## src/rtl/ex_muldiv_sequencer_if.sv

```systemverilog
// Request/result bundle between the EX-stage pipeline and the iterative multiply/divide unit.
// The pipeline side uses the master modport and the unit uses the slave modport.
interface ex_muldiv_sequencer_if #(
    parameter int WIDTH = 32
);
    logic             Start;
    logic [1:0]       Op;
    logic [WIDTH-1:0] A;
    logic [WIDTH-1:0] B;
    logic             MthiWrite;
    logic             MtloWrite;
    logic [WIDTH-1:0] WriteData;
    logic             Busy;
    logic             Done;
    logic             DivZero;
    logic [WIDTH-1:0] HI;
    logic [WIDTH-1:0] LO;

    modport master (
        output Start, Op, A, B, MthiWrite, MtloWrite, WriteData,
        input  Busy, Done, DivZero, HI, LO
    );

    modport slave (
        input  Start, Op, A, B, MthiWrite, MtloWrite, WriteData,
        output Busy, Done, DivZero, HI, LO
    );
endinterface

```

## src/rtl/ex_muldiv_sequencer.sv

```systemverilog
// Iterative MULT/MULTU/DIV/DIVU unit that owns HI/LO and performs one shift-add or restoring-divide step per clock.
// Signed operations run on magnitudes; the signs are applied in a single fix-up cycle.
module ex_muldiv_sequencer #(
    parameter int WIDTH = 32
) (
    input  logic                    Clk,
    input  logic                    Reset,
    ex_muldiv_sequencer_if.slave    bus
);
    localparam int CW = (WIDTH > 1) ? $clog2(WIDTH) : 1;

    typedef enum logic [1:0] {
        IDLE = 2'd0,
        RUN  = 2'd1,
        FIX  = 2'd2,
        DONE = 2'd3
    } state_t;

    state_t             state_reg;
    logic [1:0]         op_reg;
    logic               sign_a_reg;
    logic               sign_b_reg;
    logic [WIDTH-1:0]   operand_reg;
    logic [2*WIDTH-1:0] acc_reg;
    logic [CW-1:0]      count_reg;
    logic [WIDTH-1:0]   hi_reg;
    logic [WIDTH-1:0]   lo_reg;
    logic               div_zero_reg;

    logic               accept;
    logic               signed_in;
    logic               div_zero_in;
    logic [WIDTH-1:0]   abs_a;
    logic [WIDTH-1:0]   abs_b;
    logic [WIDTH:0]     mul_sum;
    logic [2*WIDTH-1:0] mul_next;
    logic [WIDTH:0]     rem_shift;
    logic [WIDTH:0]     rem_diff;
    logic               rem_ge;
    logic [2*WIDTH-1:0] div_next;
    logic [2*WIDTH-1:0] prod_fix;
    logic [WIDTH-1:0]   quot_fix;
    logic [WIDTH-1:0]   rem_fix;

    always_comb begin
        accept      = bus.Start && ((state_reg == IDLE) || (state_reg == DONE));
        signed_in   = ~bus.Op[0];
        div_zero_in = bus.Op[1] && (bus.B == '0);
        abs_a       = (signed_in && bus.A[WIDTH-1]) ? -bus.A : bus.A;
        abs_b       = (signed_in && bus.B[WIDTH-1]) ? -bus.B : bus.B;

        // Multiply: acc holds {partial product, remaining multiplier bits}.
        mul_sum  = {1'b0, acc_reg[2*WIDTH-1:WIDTH]} + {1'b0, operand_reg};
        mul_next = acc_reg[0] ? {mul_sum, acc_reg[WIDTH-1:1]}
                              : {1'b0, acc_reg[2*WIDTH-1:1]};

        // Divide: acc holds {remainder, dividend bits becoming quotient bits}.
        rem_shift = {acc_reg[2*WIDTH-1:WIDTH], acc_reg[WIDTH-1]};
        rem_diff  = rem_shift - {1'b0, operand_reg};
        rem_ge    = (rem_shift >= {1'b0, operand_reg});
        div_next  = rem_ge ? {rem_diff[WIDTH-1:0], acc_reg[WIDTH-2:0], 1'b1}
                           : {rem_shift[WIDTH-1:0], acc_reg[WIDTH-2:0], 1'b0};

        prod_fix = (op_reg == 2'b00 && (sign_a_reg ^ sign_b_reg)) ? -acc_reg : acc_reg;
        quot_fix = (op_reg == 2'b10 && (sign_a_reg ^ sign_b_reg)) ? -acc_reg[WIDTH-1:0]
                                                                  : acc_reg[WIDTH-1:0];
        rem_fix  = (op_reg == 2'b10 && sign_a_reg) ? -acc_reg[2*WIDTH-1:WIDTH]
                                                   : acc_reg[2*WIDTH-1:WIDTH];
    end

    always_ff @(posedge Clk) begin
        if (!Reset) begin
            state_reg    <= IDLE;
            op_reg       <= 2'b00;
            sign_a_reg   <= 1'b0;
            sign_b_reg   <= 1'b0;
            operand_reg  <= '0;
            acc_reg      <= '0;
            count_reg    <= '0;
            hi_reg       <= '0;
            lo_reg       <= '0;
            div_zero_reg <= 1'b0;
        end else begin
            case (state_reg)
                RUN: begin
                    acc_reg   <= op_reg[1] ? div_next : mul_next;
                    count_reg <= count_reg + CW'(1);
                    if (count_reg == CW'(WIDTH - 1))
                        state_reg <= FIX;
                end
                FIX: begin
                    if (op_reg[1]) begin
                        hi_reg <= rem_fix;
                        lo_reg <= quot_fix;
                    end else begin
                        hi_reg <= prod_fix[2*WIDTH-1:WIDTH];
                        lo_reg <= prod_fix[WIDTH-1:0];
                    end
                    state_reg <= DONE;
                end
                default: begin
                    // IDLE and DONE behave identically so DONE can accept back-to-back work.
                    div_zero_reg <= 1'b0;
                    state_reg    <= IDLE;
                    if (bus.MthiWrite)
                        hi_reg <= bus.WriteData;
                    if (bus.MtloWrite)
                        lo_reg <= bus.WriteData;
                    if (accept) begin
                        op_reg      <= bus.Op;
                        sign_a_reg  <= signed_in & bus.A[WIDTH-1];
                        sign_b_reg  <= signed_in & bus.B[WIDTH-1];
                        count_reg   <= '0;
                        operand_reg <= bus.Op[1] ? abs_b : abs_a;
                        acc_reg     <= bus.Op[1] ? {{WIDTH{1'b0}}, abs_a}
                                                 : {{WIDTH{1'b0}}, abs_b};
                        if (div_zero_in) begin
                            hi_reg       <= bus.A;
                            lo_reg       <= '1;
                            div_zero_reg <= 1'b1;
                            state_reg    <= DONE;
                        end else begin
                            state_reg <= RUN;
                        end
                    end
                end
            endcase
        end
    end

    assign bus.Busy    = (state_reg == RUN) || (state_reg == FIX);
    assign bus.Done    = (state_reg == DONE);
    assign bus.DivZero = div_zero_reg;
    assign bus.HI      = hi_reg;
    assign bus.LO      = lo_reg;
endmodule
```

## src/flat_wrapper.sv

```systemverilog
// flat-port wrapper written by rule: the top's interface ports become plain ports
module ex_muldiv_sequencer_flat 
#(
    parameter int WIDTH = 32
)
  (Clk, Reset, bus_Start, bus_Op, bus_A, bus_B, bus_MthiWrite, bus_MtloWrite, bus_WriteData, bus_Busy, bus_Done, bus_DivZero, bus_HI, bus_LO);
  ex_muldiv_sequencer_if #(.WIDTH(WIDTH)) bus_i ();
  input  logic Clk;
  input  logic Reset;
  input wire logic [$bits(bus_i.Start)-1:0] bus_Start;
  input wire logic [$bits(bus_i.Op)-1:0] bus_Op;
  input wire logic [$bits(bus_i.A)-1:0] bus_A;
  input wire logic [$bits(bus_i.B)-1:0] bus_B;
  input wire logic [$bits(bus_i.MthiWrite)-1:0] bus_MthiWrite;
  input wire logic [$bits(bus_i.MtloWrite)-1:0] bus_MtloWrite;
  input wire logic [$bits(bus_i.WriteData)-1:0] bus_WriteData;
  output wire logic [$bits(bus_i.Busy)-1:0] bus_Busy;
  output wire logic [$bits(bus_i.Done)-1:0] bus_Done;
  output wire logic [$bits(bus_i.DivZero)-1:0] bus_DivZero;
  output wire logic [$bits(bus_i.HI)-1:0] bus_HI;
  output wire logic [$bits(bus_i.LO)-1:0] bus_LO;
  assign bus_i.Start = bus_Start;
  assign bus_i.Op = bus_Op;
  assign bus_i.A = bus_A;
  assign bus_i.B = bus_B;
  assign bus_i.MthiWrite = bus_MthiWrite;
  assign bus_i.MtloWrite = bus_MtloWrite;
  assign bus_i.WriteData = bus_WriteData;
  assign bus_Busy = bus_i.Busy;
  assign bus_Done = bus_i.Done;
  assign bus_DivZero = bus_i.DivZero;
  assign bus_HI = bus_i.HI;
  assign bus_LO = bus_i.LO;
  ex_muldiv_sequencer #(.WIDTH(WIDTH)) u_core (.Clk(Clk), .Reset(Reset), .bus(bus_i));
endmodule
```

## config.mk

```make
export PLATFORM = sky130hd
export DESIGN_NAME = ex_muldiv_sequencer_flat
export DESIGN_NICKNAME = d
export VERILOG_FILES = /design/src/rtl/ex_muldiv_sequencer_if.sv /design/src/rtl/ex_muldiv_sequencer.sv /design/src/flat_wrapper.sv
export SDC_FILE = /design/constraint.sdc
export NUM_CORES = 1
export LEC_CHECK = 0
export CAP_MARGIN = 0
export CELL_PAD_IN_SITES_DETAIL_PLACEMENT = 1
export CELL_PAD_IN_SITES_GLOBAL_PLACEMENT = 2
export CORE_UTILIZATION = 36
export DETAILED_ROUTE_END_ITERATION = 16
export GPL_TIMING_DRIVEN = 0
export PLACE_DENSITY = 0.94
export RECOVER_POWER = 50
export SLEW_MARGIN = 20
export SYNTH_ARGS = -nofsm -noshare
export SYNTH_HDL_FRONTEND = slang
export SYNTH_SLANG_ARGS = --single-unit
```

## constraint.sdc

```tcl
create_clock -name Clk -period 8.5 [get_ports Clk]
set_input_delay 0.85 -clock Clk [delete_from_list [all_inputs] [get_ports Clk]]
set_output_delay 0.85 -clock Clk [all_outputs]
set_load 0.005 [all_outputs]
```

Yosys cells after proc, flatten, opt, wreduce, memory -nomap -nowiden
Index checks and enable logic that the tools add are counted.
{"block": "classes", "shift": 0, "n_mul": 0, "eq_ne": 6, "order_cmp": 1, "bitwise": 6, "reduce_logical": 16, "n_div": 0, "mux": 30, "addsub": 8}
{"cell": "$mux 32", "count": 14}
{"cell": "$mux 64", "count": 5}
{"cell": "$neg 32->32", "count": 4}
{"cell": "$pmux 32 s2", "count": 2}
{"cell": "$pmux 64 s2", "count": 1}
{"cell": "$neg 64->64", "count": 1}
{"cell": "$add 32x32->33", "count": 1}
{"cell": "$ge 33x32->1", "count": 1}
{"cell": "$logic_not 32->1", "count": 1}
{"cell": "$sub 32x32->32", "count": 1}
{"cell": "$pmux 5 s2", "count": 1}
{"cell": "$logic_and 1x1->1", "count": 7}
{"cell": "$eq 2x2->1 const B", "count": 3}
{"cell": "$mux 2", "count": 3}
{"cell": "$add 5x1->5 const B", "count": 1}
{"cell": "$eq 5x5->1 const B", "count": 1}
{"cell": "$mux 5", "count": 1}
{"cell": "$logic_not 2->1", "count": 2}
{"cell": "$pmux 2 s2", "count": 1}
{"cell": "$reduce_and 2->1", "count": 2}
{"cell": "$not 1->1", "count": 3}
{"cell": "$and 1x1->1", "count": 2}
{"cell": "$eq 2x1->1 const B", "count": 1}
{"cell": "$logic_or 1x1->1", "count": 2}
{"cell": "other kinds (5)", "count": 6}
{"block": "word_totals", "input_bits": 103, "register_bits": 172, "mem_count": 0, "ramBits": 0, "latchBits": 0, "out_inout_bits": 67, "word_cells": 77, "rom_bits": 0}

Logic depth before layout (Yosys ltp)
{"block": "logic_depth", "ltp_word": 6, "mapped_depth": 13, "depth_no_buf": 13}

Worst setup path after synthesis
OpenSTA, ideal clock, no wires.
{"block": "synth_timing", "path_kind": "input to register", "from": "input bus_B[4]", "to": "register u_core.hi_reg[11] (netlist: u_core.bus.HI[11])", "path_stages": 10, "n_path_buf": 2, "setup_time_ps": 130, "slack_ps": 5446, "required_ps": 8370, "arrival_time_ps": 2924, "path_cell_list": "or3_1 > or3_1 > and3b_1 > buf_2 > nand4_1 > buf_2 > nor2_1 > a211oi_1 > a2111oi_0 > a21oi_1"}
{"block": "synth_between", "elab_chain_len": 5}
{"element": "start: declaration", "line_no": "flat_wrapper.sv:13", "rtl": "input wire logic [$bits(bus_i.B)-1:0] bus_B;"}
{"element": "$logic_not 32->1", "line_no": "ex_muldiv_sequencer.sv:48", "rtl": "div_zero_in = bus.Op[1] && (bus.B == '0);"}
{"element": "$logic_and 1x1->1", "line_no": "ex_muldiv_sequencer.sv:48"}
{"element": "$mux 32", "line_no": "ex_muldiv_sequencer.sv:117", "rtl": "if (div_zero_in) begin"}
{"element": "$mux 32", "line_no": "ex_muldiv_sequencer.sv:109", "rtl": "if (accept) begin"}
{"element": "$pmux 32 s2", "line_no": "ex_muldiv_sequencer.sv:84", "rtl": "case (state_reg)"}
{"element": "end signal: assignment", "line_no": "ex_muldiv_sequencer.sv:93", "rtl": "hi_reg <= rem_fix;"}
{"element": "end signal: assignment", "line_no": "ex_muldiv_sequencer.sv:106", "rtl": "hi_reg <= bus.WriteData;"}
{"element": "end signal: assignment", "line_no": "ex_muldiv_sequencer.sv:118", "rtl": "hi_reg <= bus.A;"}
{"element": "end: declaration", "line_no": "ex_muldiv_sequencer.sv:26", "rtl": "logic [WIDTH-1:0] hi_reg;"}
Every way passes these cells.
A chain may end at the register's enable or synchronous reset.

Final worst setup path
{"block": "layout_timing", "from": "input bus_B[2]", "to": "register u_core.lo_reg[5] (netlist: u_core.bus.LO[5])"}
{"block": "layout_between", "elab_chain_len": 5}
{"element": "$logic_not 32->1", "line_no": "ex_muldiv_sequencer.sv:48"}
{"element": "$logic_and 1x1->1", "line_no": "ex_muldiv_sequencer.sv:48"}
{"element": "$mux 32", "line_no": "ex_muldiv_sequencer.sv:117"}
{"element": "$mux 32", "line_no": "ex_muldiv_sequencer.sv:109"}
{"element": "$pmux 32 s2", "line_no": "ex_muldiv_sequencer.sv:84"}
{"element": "end signal: assignment", "line_no": "ex_muldiv_sequencer.sv:94", "rtl": "lo_reg <= quot_fix;"}
{"element": "end signal: assignment", "line_no": "ex_muldiv_sequencer.sv:97", "rtl": "lo_reg <= prod_fix[WIDTH-1:0];"}
{"element": "end signal: assignment", "line_no": "ex_muldiv_sequencer.sv:108", "rtl": "lo_reg <= bus.WriteData;"}
{"element": "end: declaration", "line_no": "ex_muldiv_sequencer.sv:27", "rtl": "logic [WIDTH-1:0] lo_reg;"}
Every way passes these cells.

==> results.ini <==
[timing]
hold_viol=0
fmax_ghz=0.229
period_share_pct=51.4
tightest_slew_ns=1.15
maxSlewViolCount=0
fin_setup_tns_ns=0
setup_viol_count_final=0
min_period_ns=4.37
setup_ws_ns=4.13
relSlewSlack_pct=22.8
rsz0062_at_grt=false
skew_ns=0.00882

[cells_and_area]
layout_commonest_cell=a21oi_1
n_antenna_cell=0
n_fill_cell=5486
largest_register_ffs=64
design_area_mm2=0.0189
drive_gt1_share_pct=3.97
finish.utilization_pct=43.6
area_growth_pct=18.9
nets=2582
layout_common_cells=267 x a21oi_1, 229 x o21ai_0, 220 x nor2_1, 190 x nand2_1, 172 x dfxtp_1

[grt]
grt_pass1_vias=18700
grt_max_degree=17
grt-ovfl-total=0
antenna_found_initial=4
grt_pass1_wl_um=122000
grt_usage_pct=37.2

[synth]
synth_cell_types=86
ys.flop_type=dfxtp_1
yosysWarnings=0
syn-cell-area_mm2=0.0159
seq_area_frac_synth_pct=21.7
synth-seq-cells=172
syn_avg_cell_area_um2=7.15
synth_edf_count=0
postSynthNetCount=2396
synthCells=2218
async_flop_share_pct=0

[outcome]
status=complete, no violations

[cts]
htree_levels=4
ctsHoldBuffers=0
post-cts-setup-buffer-count=0
numCtsBuffers=17
clkLatencyLatePin_ns=0.48
cts_tree=done
clock_sinks=172
cts.clk_slew.worst_paths_ns=0.07
cts_max_path_buffers=2
cts-root-buf=clkbuf_16
post_cts_resized=0

[setup_path]
cp.buffers_inverters=3
crit_family=simple AND/OR/NAND/NOR gates
start_kind=input pin
cp.arrival_ns=4.77
crit_top_cell=or3_1
critPathMaxStageDelay_ns=0.61
worst_setup_path_end_kind=register
cp_max_fo=10
path_class=input pin to register
crit_chain=dlygate4sd3_1 -> or3_1 -> or3_1 -> and3b_1 -> buf_2 -> nand4_1 -> nor3b_1 -> nor2_1 -> clkbuf_1 -> o21ai_0 -> a21oi_1
cp_data_required_time_ns=8.90
crit_path_top_delay_cell=dlygate4sd3_1

[power]
p_per_area_mw_per_mm2=315
total_power_mw=5.94
peakVddDrop_mv=0.171
power.leakage_nw=7.25

[route]
viasPerCell=6.32
drc_errors=0
drt-total-wl_um=84700
firstDrtPassIters=5
vias=19000
routedWlPerCell_um=28.2
ant_nets=0
drt_iter0_drc=1922

[floorplan]
core_area_mm2=0.0433
die_area_mm2=0.0449
start_util_pct=36.7
pin_count=170
fp-row-count=76
fp.dieH_um=212
die_x_um=212

[placement]
port_buffers=167
hpwlAfterDp_um=68600
routabilityCongestion=1.02
placed_cell_area_mm2=0.0183
dpl_worst_slack_ns=3.94

[job]
maxCapViolations=0

[hold_path]
hold_class=register to register

-- synthesized netlist by cell type, types with 8 or more instances --
cell type | n | area share, %
a211oi_1 | 76 | 3.6
a21o_1 | 31 | 1.5
a21oi_1 | 267 | 8.4
a22oi_1 | 11 | 0.52
a31oi_1 | 37 | 1.5
and2_1 | 13 | 0.51
and3_1 | 15 | 0.59
buf_1 | 9 | 0.21
clkbuf_1 | 142 | 3.4
dfxtp_1 | 172 | 22
ha_1 | 73 | 5.8
inv_1 | 69 | 1.6
mux2_2 | 21 | 1.5
mux2i_1 | 76 | 4.8
nand2_1 | 190 | 4.5
nand2b_1 | 21 | 0.83
nand3_1 | 37 | 1.2
nand4_1 | 15 | 0.59
nor2_1 | 220 | 5.2
nor2b_1 | 13 | 0.51
nor3_1 | 54 | 1.7
nor4_1 | 16 | 0.63
o211ai_1 | 31 | 1.5
o21a_1 | 16 | 0.76
o21ai_0 | 229 | 7.2
o221ai_1 | 10 | 0.55
o31ai_1 | 19 | 0.90
o41ai_1 | 11 | 0.61
or2_2 | 8 | 0.32
or3_1 | 24 | 0.95
xnor2_1 | 95 | 5.2
xor2_1 | 69 | 3.8
-- worst min-delay path: cells and delay by family, from the launching register on --
kind / cells / cell delay [ns]
compound gates: 1 / 0.05
flops: 1 / 0.32
simple gates: 1 / 0.05
-- cells by family after synthesis --
logic type / count (synthesis) / share of synthesized area, %
adders and majority gates: 75 / 6.01
and+or+nand+nor: 663 / 19.9
DFF: 172 / 21.7
buffers and inverters: 234 / 5.79
muxes: 97 / 6.29
AOI/OAI and AO/OA: 813 / 31.2
xor gates and xnor gates: 164 / 9.06
-- worst paths after layout --
kind	slack [ns]	startpoint	end	depth (start not counted)
setup reg to reg	4.17	u_core.acc_reg[0]	u_core.bus.HI[22]	12
hold / removal	0.47	u_core.count_reg[4]	u_core.count_reg[4]	2
hold reg to reg	0.47	u_core.count_reg[4]	u_core.count_reg[4]	2
setup / recovery	4.13	bus_B[2]	u_core.bus.LO[5]	11
-- per-layer routing --
metal	vias to the layer above	GRT usage [%]	part of all wire, %
met2	941	57.8	44
met5	-	0	0.024
met1	9411	49.7	43
li1	8443	-	-
met4	4	17.1	4.5
met3	186	6.88	8.8
-- report_power, final --
part,internal [mW],switching [mW]
combinational,1.29,2.41
clock,0.453,0.409
sequential,1.04,0.332
total,2.79,3.15
-- cell type report --
cell class	instances	area, um2	area share, %
clock inverters	12	153	0.810
multi-input cells	1812	11500	61.0
well taps	585	732	3.88
flip-flops and latches	172	3440	18.3
clock buffers	20	447	2.37
plain buffers	164	652	3.46
inverters	70	263	1.39
repair buffers	167	1670	8.87
-- metrics by stage --
| step | hold slack (ns) | instances |
|---|---|---|
| final | 0.467 | 3002 |
| after global routing | 0.486 | 3002 |
| after global placement | 0.454 | 2970 |
| after floorplan | 0.436 | 2218 |
| after detailed placement | 0.460 | 2970 |
| after CTS | 0.471 | 3002 |
No activity file was read; power rests on OpenSTA's default activity.
